## src/rtl/iis_send_logic.sv

```systemverilog
`default_nettype none
// ============================================================================
// Module      : iis_send_logic
// Description : I2S master transmitter. Buffers one 24-bit L/R pair behind a
//               valid/ready handshake, generates bclk/lrclk and shifts samples
//               out MSB-first in 32-bit slots. Optional macro
//               IIS_SEND_HOLD_LAST_EN repeats the last pair on underrun.
// Revision    : 1.0 - initial release
// ============================================================================
module iis_send_logic #(
    parameter int BCLK_DIV = 16,
    parameter int DATA_W   = 24,
    parameter int SLOT_W   = 32
) (
    input  logic              clk_100m,
    input  logic              rst,
    input  logic [DATA_W-1:0] ldata_i,
    input  logic [DATA_W-1:0] rdata_i,
    input  logic              in_valid,
    output logic              in_ready,
    output logic              bclk,
    output logic              lrclk,
    output logic              sdata_o,
    output logic              frame_start,
    output logic              underrun
);

    localparam int              c_DIV_W   = (BCLK_DIV > 1) ? $clog2(BCLK_DIV) : 1;
    localparam int              c_CNT_W   = $clog2(2 * SLOT_W);
    localparam int              c_POS_W   = $clog2(SLOT_W);
    localparam logic [c_DIV_W-1:0] c_DIV_MAX = c_DIV_W'(BCLK_DIV - 1);

    logic [c_DIV_W-1:0] r_div_cnt;
    logic               r_bclk;
    logic [c_CNT_W-1:0] r_bit_cnt;
    logic               r_lrclk;
    logic               r_sdata;
    logic               r_hold_full;
    logic [DATA_W-1:0]  r_hold_l;
    logic [DATA_W-1:0]  r_hold_r;
    logic [DATA_W-1:0]  r_shift_l;
    logic [DATA_W-1:0]  r_shift_r;
    logic               r_frame_start;
    logic               r_underrun;

    logic               w_tick;
    logic               w_fall;
    logic               w_load;
    logic               w_in_ready;
    logic [c_CNT_W-1:0] w_k;
    logic [c_POS_W-1:0] w_pos;
    logic               w_right;
    logic [c_POS_W-1:0] w_bit_idx;
    logic               w_data_bit;

    assign w_tick     = (r_div_cnt == c_DIV_MAX);
    assign w_fall     = w_tick & r_bclk;
    assign w_k        = r_bit_cnt + c_CNT_W'(1);
    assign w_pos      = w_k[c_POS_W-1:0];
    assign w_right    = w_k[c_CNT_W-1];
    assign w_load     = w_fall & (w_k == '0);
    assign w_in_ready = rst & ~r_hold_full;

    // Slot position 1 carries the MSB; position 0 and the tail of the slot are zero padding.
    always_comb begin
        w_bit_idx  = '0;
        w_data_bit = 1'b0;
        if (w_pos >= c_POS_W'(1) && w_pos <= c_POS_W'(DATA_W)) begin
            w_bit_idx  = c_POS_W'(DATA_W) - w_pos;
            w_data_bit = w_right ? r_shift_r[w_bit_idx] : r_shift_l[w_bit_idx];
        end
    end

    always_ff @(posedge clk_100m) begin
        if (!rst) begin
            r_div_cnt     <= '0;
            r_bclk        <= 1'b0;
            r_bit_cnt     <= '1;
            r_lrclk       <= 1'b1;
            r_sdata       <= 1'b0;
            r_hold_full   <= 1'b0;
            r_hold_l      <= '0;
            r_hold_r      <= '0;
            r_shift_l     <= '0;
            r_shift_r     <= '0;
            r_frame_start <= 1'b0;
            r_underrun    <= 1'b0;
        end else begin
            r_frame_start <= 1'b0;
            r_underrun    <= 1'b0;

            if (w_tick) begin
                r_div_cnt <= '0;
                r_bclk    <= ~r_bclk;
            end else begin
                r_div_cnt <= r_div_cnt + c_DIV_W'(1);
            end

            if (w_fall) begin
                r_bit_cnt <= w_k;
                r_lrclk   <= w_right;
                r_sdata   <= w_data_bit;
            end

            if (w_load) begin
                r_frame_start <= 1'b1;
                if (r_hold_full) begin
                    r_shift_l   <= r_hold_l;
                    r_shift_r   <= r_hold_r;
                    r_hold_full <= 1'b0;
                end else if (in_valid) begin
                    // Empty buffer and a pair arriving on the load edge: send it this frame.
                    r_shift_l <= ldata_i;
                    r_shift_r <= rdata_i;
                end else begin
                    r_underrun <= 1'b1;
`ifdef IIS_SEND_HOLD_LAST_EN
`else
                    r_shift_l  <= '0;
                    r_shift_r  <= '0;
`endif
                end
            end else if (in_valid && w_in_ready) begin
                r_hold_l    <= ldata_i;
                r_hold_r    <= rdata_i;
                r_hold_full <= 1'b1;
            end
        end
    end

    assign in_ready    = w_in_ready;
    assign bclk        = r_bclk;
    assign lrclk       = r_lrclk;
    assign sdata_o     = r_sdata;
    assign frame_start = r_frame_start;
    assign underrun    = r_underrun;

endmodule
`default_nettype wire

```

## config.mk

```make
export PLATFORM = sky130hd
export DESIGN_NAME = iis_send_logic
export DESIGN_NICKNAME = d
export VERILOG_FILES = /design/src/rtl/iis_send_logic.sv
export SDC_FILE = /design/constraint.sdc
export NUM_CORES = 1
export LEC_CHECK = 0
export CAP_MARGIN = 20
export CORE_UTILIZATION = 25
export CTS_CLUSTER_DIAMETER = 100
export DETAILED_ROUTE_END_ITERATION = 12
export PLACE_DENSITY = 0.45
export SETUP_SLACK_MARGIN = 0.15
export SLEW_MARGIN = 10
export SYNTH_ARGS = -nofsm -noshare
export SYNTH_HDL_FRONTEND = slang
export SYNTH_SLANG_ARGS = --single-unit
```

## constraint.sdc

```tcl
create_clock -name clk_100m -period 2.8 [get_ports clk_100m]
set_clock_uncertainty 0.1 [all_clocks]
set_input_delay 0.56 -clock clk_100m [delete_from_list [all_inputs] [get_ports clk_100m]]
set_output_delay 0.56 -clock clk_100m [all_outputs]
set_load 0.02 [all_outputs]
```

=== Word-level counts from Yosys, hierarchy flattened ===
Index checks and enable logic that the tools add are counted.

* Flip-flop bits (word level): 112
* Word-level logic and storage cells: 45

* Reduce and logical (&&, ||, !) cells: 7
* Equal/unequal tests: 1
* Order comparisons: 3
* Muxes and demuxes: 12
* Add/subtract/negate cells: 3
* Bitwise operators: 7

{| class="wikitable"
|+ Operator list
! cell !! number
|-
| $mux W24 || 4
|-
| $bmux W1 S5 || 2
|-
| $add A6 B1 Y6 const B || 1
|-
| $logic_not A6 Y1 || 1
|-
| $lt A5 B6 Y1 const B || 1
|-
| $mux W1 || 6
|-
| $ge A5 B1 Y1 const B || 1
|-
| $le A5 B5 Y1 const B || 1
|-
| $sub A5 B5 Y5 const A || 1
|-
| $add A4 B1 Y4 const B || 1
|-
| $eq A4 B4 Y1 const B || 1
|-
| $not A1 Y1 || 4
|-
| $reduce_or A2 Y1 || 2
|-
| $and A1 B1 Y1 || 3
|-
| $reduce_or A3 Y1 || 1
|-
| $logic_and A1 B1 Y1 || 2
|-
| $reduce_and A2 Y1 || 1
|}

=== Depth between registers and ports, before layout ===
Gate-level depths: netlist (run 1).

* Word-level depth: 6
* Mapped depth: 12

=== Worst setup path before layout (run 1) ===
OpenSTA, ideal clock, no wires.

* Path type: register -> register
* Start point: reg r_bit_cnt[0]
* End point: reg r_sdata (netlist: sdata_o)
* Cell stages (with the launch flop): 11
* Data arrival time: 2671 ps
* Data required time: 2569 ps
* Setup time: 131 ps
* Path slack: -102 ps
* Clock period less this slack: 2902 ps
* Path through: dfxtp_1 buf_2 clkinv_1 ha_1 buf_2 buf_2 mux4_2 mux2i_1 nor2_1 a2111oi_0 o32ai_1

* Longest elaborated chain between the ends: 6
* Elaborated cells on any way between the ends: 11

{| class="wikitable"
|+ Ends and longest elaborated chain
! element !! line !! RTL
|-
| from (decl) || 35 || <nowiki>logic [c_CNT_W-1:0] r_bit_cnt;</nowiki>
|-
| from (signal assigned) || 100 || <nowiki>r_bit_cnt <= w_k;</nowiki>
|-
| $add A6 B1 Y6 * || 58 || <nowiki>assign w_k = r_bit_cnt + c_CNT_W'(1);</nowiki>
|-
| via w_k[0] || 50 || <nowiki>logic [c_CNT_W-1:0] w_k;</nowiki>
|-
| $sub A5 B5 Y5 || 69 || <nowiki>w_bit_idx = c_POS_W'(DATA_W) - w_pos;</nowiki>
|-
| $bmux W1 S5 || 70 || <nowiki>w_data_bit = w_right ? r_shift_r[w_bit_idx] : r_shift_l[w_bit_idx];</nowiki>
|-
| $mux W1 (implied by the code) || 70 ||
|-
| $mux W1 || 70 ||
|-
| $mux W1 * || 68 || <nowiki>if (w_pos >= c_POS_W'(1) && w_pos <= c_POS_W'(DATA_W)) begin</nowiki>
|-
| to (signal assigned) || 102 || <nowiki>r_sdata <= w_data_bit;</nowiki>
|-
| to (decl) || 37 || <nowiki>logic r_sdata;</nowiki>
|}

Mark *: on every way through the listed nets, which the timed path passes. The rest lies on a longest branch. The select of a mux whose other input is x is not followed.
A chain may end at the register's enable or synchronous reset.

=== Worst setup path in the final report (run 1) ===
Same ends and word-level chain as after synthesis.

==> results.tsv, run 1 <==
stage	metric	value	unit
final_layout	final_util	31.0	%
timing	rsz0062_at_grt	yes	
yosys	yosys_warnings	0	
place	hpwl	8620	microns
drt	vias	4290	
yosys	yosysMostFrequentCell	nand2_1	
cts	path_clk_slew	0.07	ns
cts	post_cts_buffers	0	
yosys	ys_types	46	
global_route	grt_pass1_wl	21500	microns
pwr	irDropWorstVdd	0.257	mV
timing	finalHoldViolCount	0	
worst_setup_path	crit_path_max_fanout	9	
yosys	synth_cells	617	
worst_setup_path	cp-end-kind	flip-flop	
worst_setup_path	reg2reg_depth	8	
global_route	grt_max_degree	98	
run	cap_violations	0	
floorplanning	die_area	0.0214	sq mm
min_path	min_to	r_hold_r[13]	
global_route	first_global_vias	4133	
cts	numCtsBuffers	9	
floorplanning	die_y	146	microns
worst_setup_path	required	2.93	ns
global_route	antenna_found_initial	0	
drt	wirelength	12800	microns
global_route	grt_overflow	0	
yosys	ys.flop_type	dfxtp_1	
min_path	hold_class	flip-flop to flip-flop	
worst_setup_path	crit_type	flip-flop to flip-flop	
place	portBuffers	56	
worst_setup_path	r2r_start	r_bit_cnt[0]	
final_layout	final_nets	697	
timing	fmax	0.406	GHz
place	gp_congestion	0.858	
timing	min_period	2.47	ns
timing	drv_slew	0	
yosys	synth_fp_nets	671	
yosys	synth.largest_area_cell	dfxtp_1	
timing	period_share	88.1	%
yosys	netlist.area_leader.share	42.6	%
cts	htree_levels	3	
min_path	whs_path_depth	2	
final_layout	area_growth	21.1	%
final_layout	fill_cells	2135	
final_layout	diodes	0	
drt	route.detailed.drc	0	
yosys	synth_common_cells	207 x nand2_1, 111 x dfxtp_1, 49 x o211ai_1	
timing	setup_viol_count_final	0	
final_layout	drive_gt1_share	8.80	%
status	status	finished, final reports clean	
final_layout	final-seq-area	0.00222	sq mm
drt	via_per_inst	4.67	
worst_setup_path	rrSetupSlack	0.33	ns
pwr	power_leakage	2.79	nW
drt	wl_per_cell	13.9	microns
cts	clk_latency	0.36	ns
cts	cts_max_path_buffers	2	
timing	worst_slew_pin_slew	0.909	ns
yosys	synth-seq-cells	111	
timing	tns	0	ns
cts	cts_tree	yes	
yosys	synthArstFlopShare	0	%
yosys	synth_edf_count	0	
global_route	grt_use_total	12.6	%
drt	drtAntennaViolNets	0	
timing	relSlewSlack	39.4	%
pwr	p_per_area	502	mW/mm^2
cts	clockRootBuffer	clkbuf_16	
worst_setup_path	rr_endpoint	sdata_o	
worst_setup_path	start_kind	flip-flop	
floorplanning	rows	52	
drt	drt_iter0_drc	259	
final_layout	multi_input_area	0.00271	sq mm
worst_setup_path	cp.arrival	2.60	ns
floorplanning	core	0.0204	sq mm
min_path	worstHoldStart	r_hold_r[13]	
yosys	synth_area_leaders	dfxtp_1 43%, nand2_1 15%, o211a_1 9.2%	
drt	firstDrtPassIters	4	
yosys	synth.avg_cell_area	8.45	sq um
yosys	synth.cell_area	0.00521	sq mm
floorplanning	die_x	146	microns
worst_setup_path	crit_start	r_bit_cnt[0]	
floorplanning	start_util	25.6	%
yosys	yosysSeqAreaShare	42.6	%
cts	cts_sinks	111	
floorplanning	ios	57	
cts	postCtsHoldBufs	0	
critical path: stages, from the launching register on:
cell,delay (ns)
dfxtp_1,0.35
clkinv_2,0.15
ha_4,0.38
buf_4,0.19
mux4_2,0.51
nor2b_1,0.15
a221oi_1,0.26
o22a_1,0.19
o32ai_1,0.07
sequential cells by signal, summed over array words and instances (netlist names):
name         flops
r_hold_l        24
bclk             1
r_shift_r       24
r_div_cnt        4
sdata_o          1
r_hold_r        24
frame_start      1
r_shift_l       24
r_bit_cnt        6
r_hold_full      1
underrun         1
cells by family after synthesis:
kind of cell,share of synthesized area (%)
AND/OR/NAND/NOR,19.5
adder cells (fa/ha/maj),0.720
flip-flops,42.6
AO/OA/AOI/OAI,24.0
buffers and inverters,5.86
multiplexers,5.59
XOR/XNOR,1.68
worst max path at each step:
| stage | end | slack (ns) | depth (start not counted) |
|---|---|---|---|
| 2_1_floorplan | sdata_o | 0.20 | 10 |
| 3_3_place_gp | sdata_o | 0.20 | 8 |
| 3_5_place_dp | sdata_o | 0.15 | 9 |
| 4_1_cts | sdata_o | 0.23 | 6 |
| 5_1_grt | sdata_o | 0.14 | 9 |
| 6_report | sdata_o | 0.33 | 8 |
layout make-up:
| cell class | count | share of cell area (%) |
|---|---|---|
| Timing Repair Buffer | 76 | 11.6 |
| Sequential cell | 111 | 35.2 |
| Clock inverter | 5 | 0.614 |
| Multi-Input combinational cell | 440 | 42.9 |
| Inverter | 5 | 0.317 |
| Tap cell | 270 | 5.35 |
| Clock buffer | 11 | 4.00 |
where the power goes:
part	switching [mW]	total (mW)	internal (mW)
combinational	0.145	0.255	0.110
sequential	0.0268	1.66	1.63
clock	0.600	1.26	0.661
cell usage in the layout, fill, tap and decap left out, types with 3 or more instances in the layout:
cell	synthesis	routed
mux4_2	12	12
and3_1	4	4
dfxtp_1	111	110
clkinv_2	0	3
o211ai_1	49	49
and2_1	4	4
nor2_1	6	6
o21ai_0	15	14
nand2_1	207	207
a21oi_1	3	3
nor2b_1	5	5
o21ai_1	40	41
clkbuf_16	0	9
xnor2_1	7	7
clkdlybuf4s50_1	0	54
nand3_1	5	5
inv_1	4	4
buf_4	1	18
xor2_1	3	3
o211a_1	48	48
metrics by stage:
step	worst slack, ns	cell area [sq um]	cells	power [mW]	hold slack (ns)
after floorplan	0.201	5230	617	1.83	0.328
after global placement	0.200	6010	902	1.94	0.336
after detailed placement	0.151	6010	902	1.95	0.341
after CTS	0.233	6300	918	3.24	0.353
after global routing	0.135	6310	918	3.34	0.371
final	0.334	6310	918	3.17	0.349
repair_timing:
item / 4_1_cts / 5_1_grt
resized for setup: 1 / 3
pin swaps: 0 / 1
setup endpoints to repair: 1 / 21
routing by layer:
metal | part of all wire (%) | GRT usage, % | up-vias
li1 | - | - | 2214
met1 | 50 | 17.0 | 1998
met2 | 45 | 19.7 | 65
met3 | 3.4 | 2.97 | 13
met4 | 1.4 | 4.22 | 0
met5 | 0 | 0 | -
No activity file was read; power rests on OpenSTA's default activity.
==> inputs of run 2 (changes only) <==
--- a/config.mk
+++ b/config.mk
@@ -6,10 +6,12 @@
 export NUM_CORES = 1
 export LEC_CHECK = 0
 export CAP_MARGIN = 20
+export CORE_MARGIN = 4
 export CORE_UTILIZATION = 25
 export CTS_CLUSTER_DIAMETER = 100
 export DETAILED_ROUTE_END_ITERATION = 12
 export PLACE_DENSITY = 0.45
+export RECOVER_POWER = 100
 export SETUP_SLACK_MARGIN = 0.15
 export SLEW_MARGIN = 10
 export SYNTH_ARGS = -nofsm -noshare
==> run 2 against run 1 <==
Critical path depth is 1 higher. Critical endpoint unchanged. Final area is 1.1% lower. Sequential power hardly changed. Largest cell class unchanged.
==> results.tsv, run 2 (synthesis results as in run 1) <==
stage	metric	value	unit
final_layout	drive_gt1_share	8.20	%
worst_setup_path	cp.arrival	2.68	ns
floorplanning	die_x	152	microns
cts	post_cts_buffers	0	
worst_setup_path	required	2.96	ns
worst_setup_path	cp-end-kind	flip-flop	
drt	drt_iter0_drc	309	
timing	rsz0062_at_grt	yes	
floorplanning	core	0.0204	sq mm
final_layout	fill_cells	2147	
final_layout	multi_input_area	0.00271	sq mm
timing	tns	0	ns
place	hpwl	8670	microns
drt	wirelength	12900	microns
worst_setup_path	rr_endpoint	sdata_o	
floorplanning	die_area	0.0232	sq mm
timing	setup_viol_count_final	0	
global_route	first_global_vias	4208	
final_layout	diodes	0	
cts	clockRootBuffer	clkbuf_16	
cts	clk_latency	0.36	ns
floorplanning	rows	52	
timing	drv_slew	0	
cts	numCtsBuffers	9	
timing	fmax	0.397	GHz
floorplanning	die_y	152	microns
worst_setup_path	r2r_start	r_bit_cnt[0]	
cts	htree_levels	3	
timing	period_share	89.9	%
timing	relSlewSlack	17.3	%
drt	via_per_inst	4.70	
pwr	irDropWorstVdd	0.259	mV
global_route	grt_pass1_wl	22100	microns
global_route	grt_overflow	0	
place	gp_congestion	0.849	
final_layout	final_cell_mix	207 x nand2_1, 110 x dfxtp_1, 53 x o21ai_0, 49 x o211ai_1	
cts	path_clk_slew	0.08	ns
min_path	hold_class	flip-flop to flip-flop	
worst_setup_path	crit_start	r_bit_cnt[0]	
status	status	finished, final reports clean	
min_path	worstHoldStart	r_hold_r[16]	
timing	setup_slack	0.284	ns
global_route	grt_max_degree	98	
cts	cts_max_path_buffers	2	
final_layout	final_common_cell	nand2_1	
final_layout	final-seq-area	0.00222	sq mm
timing	holdWs	0.359	ns
place	portBuffers	56	
pwr	power_leakage	2.75	nW
drt	route.detailed.drc	0	
worst_setup_path	crit_path_max_fanout	13	
floorplanning	ios	57	
floorplanning	start_util	25.6	%
pwr	p_per_area	504	mW/mm^2
timing	finalHoldViolCount	0	
timing	min_period	2.52	ns
min_path	whs_path_depth	2	
drt	vias	4303	
global_route	grt_use_total	11.6	%
worst_setup_path	crit_end	sdata_o	
final_layout	final_nets	695	
cts	cts_sinks	111	
global_route	antenna_found_initial	0	
drt	drtAntennaViolNets	0	
place	place_ws	0.152	ns
drt	wl_per_cell	14.1	microns
run	cap_violations	0	
worst_setup_path	crit_type	flip-flop to flip-flop	
cts	cts_tree	yes	
timing	worst_slew_pin_slew	1.24	ns
worst_setup_path	start_kind	flip-flop	
final_layout	area_growth	19.8	%
drt	firstDrtPassIters	4	
worst_setup_path	rrSetupSlack	0.28	ns
worst_setup_path	reg2reg_depth	9	
run 2: cell count changes in the layout (fill, tap and decap cells not counted), moves of 3 or more:
cell / delta
buf_4: -6
clkbuf_4: +3
clkdlybuf4s50_1: -6
dlygate4sd3_1: +6
o21ai_0: +39
o21ai_1: -39
run 2: worst min path at each step:
stage | endpoint | slack, ns
2_1_floorplan | r_hold_l[0] | 0.33
3_3_place_gp | r_hold_r[11] | 0.34
3_5_place_dp | r_hold_r[8] | 0.34
4_1_cts | r_hold_l[22] | 0.35
5_1_grt | r_hold_l[15] | 0.37
6_report | r_hold_r[16] | 0.36
run 2: layout make-up:
| cell class | count | share of cell area (%) |
|---|---|---|
| timing repair buffer | 74 | 10.8 |
| clock inverter | 6 | 0.681 |
| multi-input combinational | 440 | 43.4 |
| clock buffer | 10 | 3.83 |
| sequential | 111 | 35.6 |
| tap | 270 | 5.41 |
| inverter | 5 | 0.320 |
run 2: what timing repair did:
action                                  4_1_cts  5_1_grt
gates resized for setup                       1        2
hold buffers                                  0        0
pin swaps                                     0        1
endpoints found under the setup margin        1       38
run 2: worst max-delay path, stage by stage, from the launching register on:
cell and delay, ns:
dfxtp_1 0.35, buf_4 0.23, ha_1 0.21, buf_4 0.18, nor4bb_1 0.22, a211oi_1 0.09
o21ai_0 0.30, nand2_1 0.14, a221o_1 0.35, o32ai_1 0.27
run 2: stage by stage:
step / total power, mW / utilization, % / cell area [sq um] / instances
6_report: 3.15 / 30.7 / 6250 / 916
5_1_grt: 3.31 / 30.7 / 6250 / 916
4_1_cts: 3.22 / 30.7 / 6250 / 916
3_5_place_dp: 1.95 / 29.3 / 5970 / 900
3_3_place_gp: 1.95 / 29.3 / 5970 / 900
2_1_floorplan: 1.83 / - / 5230 / 617
run 2: report_power, final:
| part | leakage, nW | total (mW) | switching (mW) | internal (mW) |
|---|---|---|---|---|
| sequential | 0.904 | 1.66 | 0.0266 | 1.63 |
| combinational | 1.71 | 0.245 | 0.141 | 0.104 |
| clock | 0.135 | 1.24 | 0.612 | 0.632 |
| total | 2.75 | 3.15 | 0.780 | 2.37 |
run 2: metal layers:
metal  GRT usage [%]  part of all wire [%]  vias up  wire length (microns)
li1                -                     -     2212                      -
met1            15.4                    49     2027                   6310
met2            18.6                    47       52                   6050
met3            2.87                   3.2       12                    410
met4            3.44                   1.4        0                    178
met5               0                     0        -                      0
==> variant: new RTL, config.mk and constraints of run 1 <==
Reset style: asynchronous (`rst`), changed in one clocked block.
--- a/src/rtl/iis_send_logic.sv
+++ b/src/rtl/iis_send_logic.sv
@@ -73,3 +73,3 @@
 
-    always_ff @(posedge clk_100m) begin
+    always_ff @(posedge clk_100m or negedge rst) begin
         if (!rst) begin
Formal check against the unedited RTL: no difference found for any inputs over 10 cycles, from zero or initial values and one cycle with rst low; that may be too few to reach the edited logic, so the function may still have changed.
==> variant against run 1 <==
- final cell count fell by 16%
- sequential cell count did not move
- cell area rose by 3.3%
- wire length fell by 6.1%
- hold slack got worse by 180 ps
- worst setup slack got worse by 54 ps
- synthesized area fell by 0.41%
- synthesized cell count fell by 29%
- total power fell by 1.5%
- critical path type unchanged
- critical endpoint is now sdata_o
- highest routed layer unchanged
==> variant: results (changes against run 1) <==
- Run status: completed (unchanged)
- Leak: 2.521 nW (was 2.789 nW)
- First-pass GRT wire length: 19,800 um (was 21,530 um)
- Gr usage total: 11.85% (was 12.59%)
- Critical Path Sink: sdata_o (unchanged)
- Vias/cell: 4.664 (was 4.673)
- Async SR Flop Fraction: 100.0% (was 0%)
- Arrival @ worst endpoint: 2650 ps (was 2600 ps)
- Adder-cell share of the synthesized area: 0.7229% (was 0.7199%)
- Worst setup path startpoint: r_bit_cnt[0] (unchanged)
- Sequential portion of the cell area: 42.72% (was 35.22%)
- Top cells by count, synth: dfrtp_1, nor2_1, a21oi_1 (was nand2_1, dfxtp_1, o211ai_1)
- Clk pwr share: 42.0% (was 39.7%)
- M1 wire length: 5951 um (was 6359 um)
- Multiplexer area fraction after synthesis: 17.30% (was 5.592%)
- Met2 usage: 18.23% (was 19.67%)
- Critical Path Fanout Max: 7 (was 9)
- DRT Wirelength: 11,980 um (was 12,760 um)
- Resized cells post-CTS: 3 (was 1)
- Compound-Gate Fraction of Synth Area: 14.29% (was 24.05%)
- CP max stage cell: dfstp_2 (was mux4_2)
- Layout clock area frac: 4.623% (was 4.618%)
- Fillcell total: 2,072 (was 2,135)
- Met3 Usage GRT: 2.906% (was 2.969%)
- DR pass1 iterations: 5 (was 4)
- Worst reg2reg path startpoint: r_bit_cnt[0] (unchanged)
- Hold crit path type: in -> async (was reg -> reg)
- Rel. slew slack: 34.72% (was 39.40%)
- Met2 wire len: 5502 um (was 5786 um)
- Critical Path Max Stage Delay: 560 ps (was 510 ps)
- Period minus WS final: 2520 ps (was 2466 ps)
- Cell family with most CP delay: multiplexers (was compound AO/OA/AOI/OAI gates)
- Reg2Reg Setup Slack: 280 ps (was 330 ps)
- Buffering overhead: 12.45% (was 11.59%)
- Seq/Total Area, Yosys: 53.64% (was 42.62%)
- P_sw: 0.6568 mW (was 0.7713 mW)
- Top post-synthesis cells by area: dfrtp_1, mux2_2, a22oi_1 (was dfxtp_1, nand2_1, o211a_1)
- Place WS: 61.61 ps (was 150.5 ps)
- Met3 WL: 389 um (was 432 um)
- Worst vdd rail ir drop: 0.0002935 V (was 0.0002575 V)
- Final #Nets: 547 (was 697)
- CLK BUF: 12 (was 11)
- Area occupied by multi-input gates: 0.002270 mm^2 (was 0.002709 mm^2)
- Combinational Power Share: 5.4% (was 8.0%)
- Met1 Use GR: 16.43% (was 16.98%)
- GP Congestion: 0.7807 (was 0.8583)
- Post-DP Area: 0.006135 mm^2 (was 0.006006 mm^2)
- Iter 0 DRT Violations: 192 (was 259)
- Multi-input gates: 286 (was 440)
- Non-clk invs: 4 (was 5)
- HPWL Detailed: 8085 um (was 8618 um)
==> variant: cell types whose count changed after synthesis, moves of 11 or more <==
cell      before  now
o211a_1       48    0
o211ai_1      49    1
o21ai_0       15    4
clkbuf_1      42   14
dfxtp_1      111    0
a22oi_1        0   48
o21ai_1       40    0
dfrtp_1        0  105
mux2_2         1   40
nand2_1      207   10
buf_1          0   11
nor2_1         6   53
a21oi_1        3   50
==> variant: cells by family (layout without fill, tap and decap cells) <==
group,count (synthesis),in the layout
AOI/OAI and AO/OA,115,115
DFF,111,111
and+or+nand+nor,91,91
muxes,64,64
buffers and inverters,41,101
xor gates and xnor gates,13,13
adders and majority gates,3,3
==> variant: stage by stage <==
stage	hold slack [ps]	cells	utilization [%]	power, mW
4_1_cts	197.5	762	31.78	3.187
5_1_grt	201.3	768	32.13	3.274
3_3_place_gp	362.1	746	30.22	1.843
2_1_floorplan	164.4	438	-	1.716
6_report	170.0	768	32.13	3.125
3_5_place_dp	383.4	746	30.22	1.847
